===== src/rtl/flash_cmd_controller.sv =====
// flash_cmd_controller: decodes host opcode/address bytes and sequences
// page-program, sequential-read and page-erase against the memory array.
module flash_cmd_controller #(
  parameter int ADDR_WIDTH   = 16,
  parameter int PAGE_SIZE    = 32,
  parameter int ERASE_CYCLES = 64
) (
  input  logic                  clk,
  input  logic                  reset,
  input  logic                  byteValid,
  input  logic [7:0]            byteIn,
  input  logic                  readByteReq,
  input  logic                  stop,
  output logic                  readEnable,
  output logic                  writeEnable,
  output logic [ADDR_WIDTH-1:0] memAddr,
  output logic                  memWrite,
  output logic                  memRead,
  output logic                  memErase,
  output logic                  busy,
  output logic                  cmdError
);
  localparam logic [7:0] OP_WRITE = 8'h02;
  localparam logic [7:0] OP_READ  = 8'h03;
  localparam logic [7:0] OP_ERASE = 8'hD8;
  localparam int CW = ERASE_CYCLES > 1 ? $clog2(ERASE_CYCLES) : 1;
  localparam logic [ADDR_WIDTH-1:0] PMASK = ADDR_WIDTH'(PAGE_SIZE - 1);
  localparam logic [ADDR_WIDTH-1:0] AONE  = ADDR_WIDTH'(1);
  typedef enum logic [2:0] {IDLE, ADDR_HI, ADDR_LO, WRITE_DATA, READ_DATA, ERASE_BUSY} state_t;
  state_t                r_state, w_state_nx;
  logic [7:0]            r_op, w_op_nx, r_hi, w_hi_nx;
  logic [ADDR_WIDTH-1:0] r_addr, w_addr_nx, w_load, w_pg_inc;
  logic [CW-1:0]         r_cnt, w_cnt_nx;
  logic                  r_we, r_wr, r_rd, r_err;
  logic                  w_we_nx, w_wr_nx, w_rd_nx, w_err_nx, w_op_ok;
  assign w_load   = ADDR_WIDTH'({r_hi, byteIn});
  // program addresses wrap inside the page; upper bits stay put
  assign w_pg_inc = (r_addr & ~PMASK) | ((r_addr + AONE) & PMASK);
  assign w_op_ok  = (byteIn == OP_WRITE) || (byteIn == OP_READ) || (byteIn == OP_ERASE);
  assign readEnable  = r_state != READ_DATA;
  assign memErase    = r_state == ERASE_BUSY;
  assign busy        = r_state == ERASE_BUSY;
  assign writeEnable = r_we;
  assign memWrite    = r_wr;
  assign memRead     = r_rd;
  assign cmdError    = r_err;
  assign memAddr     = r_addr;
  always_ff @(posedge clk or posedge reset) begin
    if (reset) begin
      r_state <= IDLE;
      r_op    <= '0;
      r_hi    <= '0;
      r_addr  <= '0;
      r_cnt   <= '0;
      r_we    <= 1'b0;
      r_wr    <= 1'b0;
      r_rd    <= 1'b0;
      r_err   <= 1'b0;
    end else begin
      r_state <= w_state_nx;
      r_op    <= w_op_nx;
      r_hi    <= w_hi_nx;
      r_addr  <= w_addr_nx;
      r_cnt   <= w_cnt_nx;
      r_we    <= w_we_nx;
      r_wr    <= w_wr_nx;
      r_rd    <= w_rd_nx;
      r_err   <= w_err_nx;
    end
  end
  always_comb begin
    w_state_nx = r_state;
    w_op_nx    = r_op;
    w_hi_nx    = r_hi;
    w_cnt_nx   = r_cnt;
    // the address advances in the cycle following each program/read strobe
    w_addr_nx  = r_wr ? w_pg_inc : r_rd ? r_addr + AONE : r_addr;
    w_we_nx    = 1'b0;
    w_wr_nx    = 1'b0;
    w_rd_nx    = 1'b0;
    w_err_nx   = 1'b0;
    case (r_state)
      IDLE: if (byteValid && !stop) begin
        w_op_nx    = w_op_ok ? byteIn : r_op;
        w_we_nx    = w_op_ok;
        w_err_nx   = !w_op_ok;
        w_state_nx = w_op_ok ? ADDR_HI : IDLE;
      end
      ADDR_HI: begin
        w_err_nx   = stop;
        w_hi_nx    = (byteValid && !stop) ? byteIn : r_hi;
        w_state_nx = stop ? IDLE : byteValid ? ADDR_LO : ADDR_HI;
      end
      ADDR_LO: begin
        w_err_nx = stop;
        if (stop) w_state_nx = IDLE;
        else if (byteValid) begin
          w_addr_nx  = r_op == OP_ERASE ? w_load & ~PMASK : w_load;
          w_cnt_nx   = CW'(ERASE_CYCLES - 1);
          w_state_nx = r_op == OP_WRITE ? WRITE_DATA : r_op == OP_READ ? READ_DATA : ERASE_BUSY;
        end
      end
      WRITE_DATA: begin
        w_wr_nx    = byteValid && !stop;
        w_state_nx = stop ? IDLE : WRITE_DATA;
      end
      READ_DATA: begin
        w_rd_nx    = readByteReq && !stop;
        w_state_nx = stop ? IDLE : READ_DATA;
      end
      ERASE_BUSY: begin
        w_err_nx   = byteValid;
        w_cnt_nx   = r_cnt == '0 ? r_cnt : r_cnt - CW'(1);
        w_state_nx = r_cnt == '0 ? IDLE : ERASE_BUSY;
      end
      default: w_state_nx = IDLE;
    endcase
  end
endmodule


===== config.mk =====
export PLATFORM = sky130hd
export DESIGN_NAME = flash_cmd_controller
export DESIGN_NICKNAME = d
export VERILOG_FILES = /design/src/rtl/flash_cmd_controller.sv
export SDC_FILE = /design/constraint.sdc
export NUM_CORES = 1
export LEC_CHECK = 0
export ABC_AREA = 1
export CAP_MARGIN = 20
export CORE_AREA = 2 2 74 76
export DETAILED_ROUTE_END_ITERATION = 16
export DIE_AREA = 0 0 76 78
export GPL_TIMING_DRIVEN = 0
export HOLD_SLACK_MARGIN = 0.12
export PLACE_DENSITY_LB_ADDON = 0.2
export RECOVER_POWER = 100
export SYNTH_ARGS = -nofsm -noshare
export SYNTH_HDL_FRONTEND = slang
export SYNTH_SLANG_ARGS = --single-unit

===== constraint.sdc =====
create_clock -name clk -period 1.5 [get_ports clk]
set_input_delay 0.375 -clock clk [delete_from_list [all_inputs] [get_ports clk]]
set_output_delay 0.375 -clock clk [all_outputs]
set_load 0.005 [all_outputs]

==> metrics.csv, run 1 <==
metric,value,unit
Max-cap violations,0,
initial antenna violation count,0,
Multi-input gate area,0.00119,mm2
unique cell type count in the Yosys netlist,30,
clk_skew,0.0138,ns
top-area cell type share of the netlist area,46.3,%
Hold Crit Class,in -> reg,
ranking of synthesized cells by area,"dfrtp_1, nand2_1, nand3_1",
number of global-route vias before repair,2205,
CTS sink count,45,
hold buffers post-CTS,0,
met1 WL,2.78,mm
WP data required,1.12,ns
Core ar.,0.00504,mm2
Routed WL per cell,13.5,um
cells after synthesis,319,
Final Max Tran Viols,0,
clock buffer depth,2,
final WL,6.34,mm
met2 wire len,3.18,mm
Hold Path Sink,memAddr[0],
number of fill cells,440,
status,finished with violations,
"Slowest-stage cell, CP",dfrtp_2,
Initial Util,48.2,%
sequential-to-total area share from yosys stat,46.3,%
fin crit period,1.55,ns
placer congestion estimate,0.866,
Overall Power,0.00248,W
Startpoint Class,register,
grt ovf,0,
Setup WS post-layout,-0.0524,ns
overall fraction of global-route tracks in use,21.6,%
root buffer cell,clkbuf_8,
area of the mapped netlist,0.00243,mm2
Die ar.,0.00593,mm2
Power Density,740,mW/mm2
kind of critical path,reg -> out,
layout cells sized above 1,23.1,%
Port Buf Inserts,35,
CTS clock-pin slew for the worst setup and hold paths,0.09,ns
Layout area overhead,38.0,%
Nets,414,
Vias,2363,
reg2reg setup slack,0.02,ns
first-pass GRT wire length,10.3,mm
Met3 Wirelength,295,um
worst slew pin tran,0.579,ns
Crit path arrival time,1.18,ns
Worst R2R End,r_cnt[3],
failing checks,setup timing,
Hold Path Origin,byteIn[0],
RSZ-0062 raised after global routing,yes,
post-route ant nets,0,
post-synth top area cell,dfrtp_1,
syn_area_per_cell,7.62,um2
pin count of the biggest net entering global routing,32,
clock network latency to the later pin of the worst-skew pair,0.30,ns
io pins,36,
die height,78,um
Final Hold Fails,0,
critical path's largest stage delay,0.45,ns
Max rail drop VDD,0.490,mV
Min Hold Slack,0.375,ns
# diodes,0,
H-tree Lvls,2,
Ys Warns,0,
cts bufs inserted,5,
Post-route DRC,0,
DR iter-0 viols,133,
Setup crit end kind,output port,
Setup Viol. Count Final,2,
hold path cells,3,
Crit Path Max Fanout,2,
FF+latch area,0.00113,mm2
CTS tree,done,
register bit count reported by yosys,45,
"Cell Chain, Critical Path",nor3_4 -> buf_4 -> buf_6,
worst reg2reg path startpoint,r_state[2],
Die W,76,um
fmax,644,MHz
period utilisation layout,103,%
DR pass1 iterations,5,
max layer used,met4,
row count,26,
P_leak,1.72,nW
Inst Count DP,425,
Final Instance Count excl. Fillers,468,
Slew headroom,61.4,%
Syn Nets,335,
Worst Reg-to-Reg Cells,9,
HPWL Detailed,4.08,mm
via/cell ratio,5.05,
report_power, final:
| part | switching [W] | internal (W) | leakage, nW |
|---|---|---|---|
| clock network | 0.000419 | 0.000485 | 0.0540 |
| logic | 0.000158 | 0.000124 | 1.07 |
| registers | 0.0000334 | 0.00126 | 0.591 |
worst max path at each step:
stage / cells after the start / startpoint / to / slack [ns]
global route: 3 / r_state[1] / memErase / -0.1
floorplan: 1 / reset / cmdError / 0.07
CTS: 3 / r_state[1] / memErase / -0.05
detailed placement: 7 / byteValid / r_hi[7] / -0.45
global placement: 2 / reset / writeEnable / -0.93
finish: 3 / r_state[1] / memErase / -0.05
cell type report:
type                       count  share of cell area (%)
multi-input combinational    226                    35.4
sequential                    45                    33.7
timing repair buffer          73                    18.3
inverter                      41                    5.03
tap                           70                    2.61
clock buffer                   5                    2.05
buffer                         6                    1.90
clock inverter                 2                    1.04
metrics by stage:
stage | cell area [um2] | util, % | TNS [ns] | setup WS (ns)
floorplan | 2430 | - | 0 | 0.0656
global placement | 2870 | 56.9 | -57.46 | -0.926
detailed placement | 2890 | 57.3 | -15.57 | -0.450
CTS | 3270 | 64.8 | -0.101 | -0.0547
global route | 3360 | 66.6 | -1.22 | -0.0955
finish | 3360 | 66.6 | -0.0945 | -0.0524
cells by family (layout without fill, tap and decap cells):
family / count (synthesis) / after routing / share of synthesized area, %
AO/OA/AOI/OAI: 40 / 40 / 8.75
XOR/XNOR: 8 / 8 / 2.88
adder cells (fa/ha/maj): 3 / 3 / 1.54
buffers and inverters: 48 / 127 / 8.49
flip-flops: 45 / 45 / 46.3
multiplexers: 3 / 3 / 1.34
AND/OR/NAND/NOR: 172 / 172 / 30.7
registers in the layout (all words and copies together), names as in the netlist:
signal	flops
cmdError	1
r_state	3
r_op	8
memWrite	1
memRead	1
writeEnable	1
memAddr	16
r_cnt	6
r_hi	8
cells in the mapped netlist, drive strengths merged:
cell and n:
nand3b 1, xor2 7, a21o 1, buf 7
o21a 1, nand4 6, nand2 85, nor3b 1
inv 41, o21bai 1, o21ai 29, nor3 11
xnor2 1, o22ai 1, mux2i 1, o211ai 1
nor2 31, nand3 37, ha 3, a21oi 5
mux2 2, a31oi 1, dfrtp 45
repair_timing:
item,in CTS,in global routing
endpoints found under the setup margin,54,34
endpoints found under the hold margin,0,0
cloned,1,0
gates resized for setup,63,37
buffers inserted,33,3
pin swaps,8,2
cell usage in the layout, fill, tap and decap left out, types with 2 or more instances in the layout:
master and instances:
o21ai_2 2, buf_6 8, nand2_1 80, mux2_2 2, dlygate4sd2_1 26, clkdlybuf4s50_1 3
o21ai_0 13, nand4_1 6, buf_4 33, xor2_1 6, nand3_1 34, inv_1 31
dfrtp_2 4, ha_1 2, nor3_1 8, nor2_1 23, o21ai_1 14, clkbuf_8 5
nor3_2 2, nand3_2 3, nor2_4 2, nand2_4 2, clkbuf_4 2, inv_2 8
nor2_2 6, dfrtp_1 41, a21oi_1 5, nand2_2 3
critical path, delay by kind of cell (launching register included):
kind                   cells  cell delay [ns]
DFF                        1             0.45
buffers and inverters      2             0.23
and+or+nand+nor            1             0.21
layer usage:
layer  vias to the layer above  track usage (%)
met5                         -                0
met4                         0             8.00
met3                         6             3.72
met2                        63             37.1
met1                      1104             27.7
li1                       1190                -
(Power assumes the default switching activity.)
==> run 2, diff against run 1 <==
--- a/config.mk
+++ b/config.mk
@@ -7,9 +7,9 @@
 export LEC_CHECK = 0
 export ABC_AREA = 1
 export CAP_MARGIN = 20
-export CORE_AREA = 2 2 74 76
+export CORE_AREA = 2 2 57 99
 export DETAILED_ROUTE_END_ITERATION = 16
-export DIE_AREA = 0 0 76 78
+export DIE_AREA = 0 0 59 101
 export GPL_TIMING_DRIVEN = 0
 export HOLD_SLACK_MARGIN = 0.12
 export PLACE_DENSITY_LB_ADDON = 0.2
==> metrics.csv, run 2 (synthesis gave the netlist of run 1 again) <==
metric,value,unit,change
die height,101,um,+29%
worst reg2reg path startpoint,r_state[0],,
via/cell ratio,5.29,,+4.8%
Setup WS post-layout,-0.0644,ns,-0.0120 ns
root buffer cell,clkbuf_8,,
Worst R2R End,r_cnt[3],,
Port Buf Inserts,35,,unchanged
setup TNS,-0.103,ns,-0.00888 ns
Final Max Tran Viols,0,,unchanged
worst slew pin tran,0.607,ns,+0.0283 ns
initial antenna violation count,0,,unchanged
Core ar.,0.00517,mm2,+2.5%
hold buffers post-CTS,0,,unchanged
post-route ant nets,0,,unchanged
Hold Crit Class,in -> reg,,
first-pass GRT wire length,10.4,mm,+0.60%
max reg flops,16,,unchanged
Crit path arrival time,1.19,ns,about the same
Max-cap violations,0,,unchanged
critical path's largest stage delay,0.42,ns,-0.03 ns
cts bufs inserted,5,,unchanged
Crit Path Max Fanout,3,,+1
layout cells sized above 1,23.4,%,+0.33 points
Post-route DRC,0,,unchanged
clk_skew,0.00712,ns,-0.00670 ns
"Cell Chain, Critical Path",inv_4 -> nor3_4 -> buf_4 -> buf_6,,
grt ovf,0,,unchanged
clock network latency to the later pin of the worst-skew pair,0.30,ns,about the same
H-tree Lvls,2,,unchanged
Critical Path Start,r_state[0],,
Routed WL per cell,14.7,um,+8.7%
kind of critical path,reg -> out,,
number of global-route vias before repair,2192,,-0.59%
Layout area overhead,38.6,%,
overall fraction of global-route tracks in use,23.4,%,+1.7 points
number of fill cells,443,,+0.68%
Slew headroom,59.5,%,-1.8 points
DP Area,0.00287,mm2,-0.65%
crit path to,memErase,,
RSZ-0062 raised after global routing,yes,,
Final Instance Count excl. Fillers,456,,-2.6%
row count,35,,+35%
P_leak,1.78,nW,+3.4%
design area,0.00337,mm2,+0.45%
DR iter-0 viols,148,,+11%
fin crit period,1.56,ns,+0.0120 ns
Startpoint Class,register,,
Setup Viol. Count Final,7,,+5
"Slowest-stage cell, CP",dfrtp_2,,
CTS clock-pin slew for the worst setup and hold paths,0.09,ns,about the same
"commonest non-fill, non-tap cell in the layout",nand2_1,,
Nets,416,,+0.48%
Overall Power,0.00233,W,-6.0%
WP data required,1.12,ns,about the same
HPWL Detailed,4.52,mm,+11%
failing checks,setup timing,,
Final Hold Fails,0,,unchanged
Setup crit end kind,output port,,
placer congestion estimate,0.877,,+1.3%
clock buffer depth,2,,unchanged
io pins,36,,unchanged
reg2reg setup slack,-0.02,ns,-0.04 ns
Max rail drop VDD,0.466,mV,-4.8%
Die W,59,um,-22%
Worst Reg-to-Reg Cells,9,,unchanged
Min Hold Slack,0.353,ns,-0.0219 ns
Inst Count DP,410,,-3.5%
Power Density,692,mW/mm2,-6.4%
status,finished with violations,,
CTS tree,done,,
fmax,639,MHz,-0.77%
most frequent cells in the layout,"nand2_1, dfrtp_1, nand3_1",,
Initial Util,47.1,%,-1.2 points
Vias,2414,,+2.2%
DR pass1 iterations,4,,-1
pin count of the biggest net entering global routing,44,,+38%
period utilisation layout,104,%,+0.80 points
# diodes,0,,unchanged
Die ar.,0.00596,mm2,+0.52%
final WL,6.71,mm,+5.9%
CTS sink count,45,,unchanged
## run 2: area by class of cell
cell class | count | area [um2] | area share [%]
multi-input cells | 226 | 1220 | 36.2
flip-flops and latches | 45 | 1130 | 33.6
repair buffers | 74 | 629 | 18.7
inverters | 41 | 161 | 4.79
plain buffers | 7 | 72.6 | 2.15
clock buffers | 5 | 68.8 | 2.04
well taps | 55 | 68.8 | 2.04
clock inverters | 3 | 17.5 | 0.520
## run 2: metrics by stage
| stage | worst slack (ns) | utilization [%] |
|---|---|---|
| after floorplan | 0.0656 | - |
| after global placement | -0.858 | 55.2 |
| after detailed placement | -0.508 | 55.6 |
| after CTS | -0.0601 | 61.5 |
| after global routing | -0.109 | 65.2 |
| final | -0.0644 | 65.2 |
## run 2: critical path, delay by kind of cell, from the launching register on
| kind | cells | cell delay [ns] |
|---|---|---|
| buffers and inverters | 3 | 0.28 |
| AND/OR/NAND/NOR | 1 | 0.20 |
| flip-flops | 1 | 0.42 |
## run 2: worst min-delay path by stage
stage / start / end / cells after the start
2_1_floorplan: r_hi[2] / memAddr[10] / 2
3_3_place_gp: r_hi[3] / memAddr[11] / 2
3_5_place_dp: r_hi[3] / memAddr[11] / 2
4_1_cts: reset / memAddr[3] / 2
5_1_grt: byteValid / cmdError / 3
6_report: byteValid / cmdError / 3
## run 2: repair_timing
action	4_1_cts	5_1_grt
endpoints found under the hold margin	0	0
cloned	0	2
buffers inserted	25	11
resized for setup	63	42
pin swaps	3	7
setup endpoints to repair	54	38
## run 2: report_power, final
group	internal (W)	leakage, nW	switching, W
Clock	0.000322	0.0439	0.000417
Combinational	0.000129	1.14	0.000164
Sequential	0.00126	0.591	0.0000379
Total	0.00171	1.78	0.000619
## run 2: metal layers
metal | share of wire (%) | vias to the layer above | routed length, um | global-route usage (%)
met1 | 37 | 1161 | 2450 | 24.5
met2 | 59 | 47 | 3950 | 45.3
met4 | 2.2 | 0 | 145 | 7.87
li1 | - | 1195 | - | -
met3 | 2.5 | 11 | 166 | 3.21
met5 | 0 | - | 0 | 0
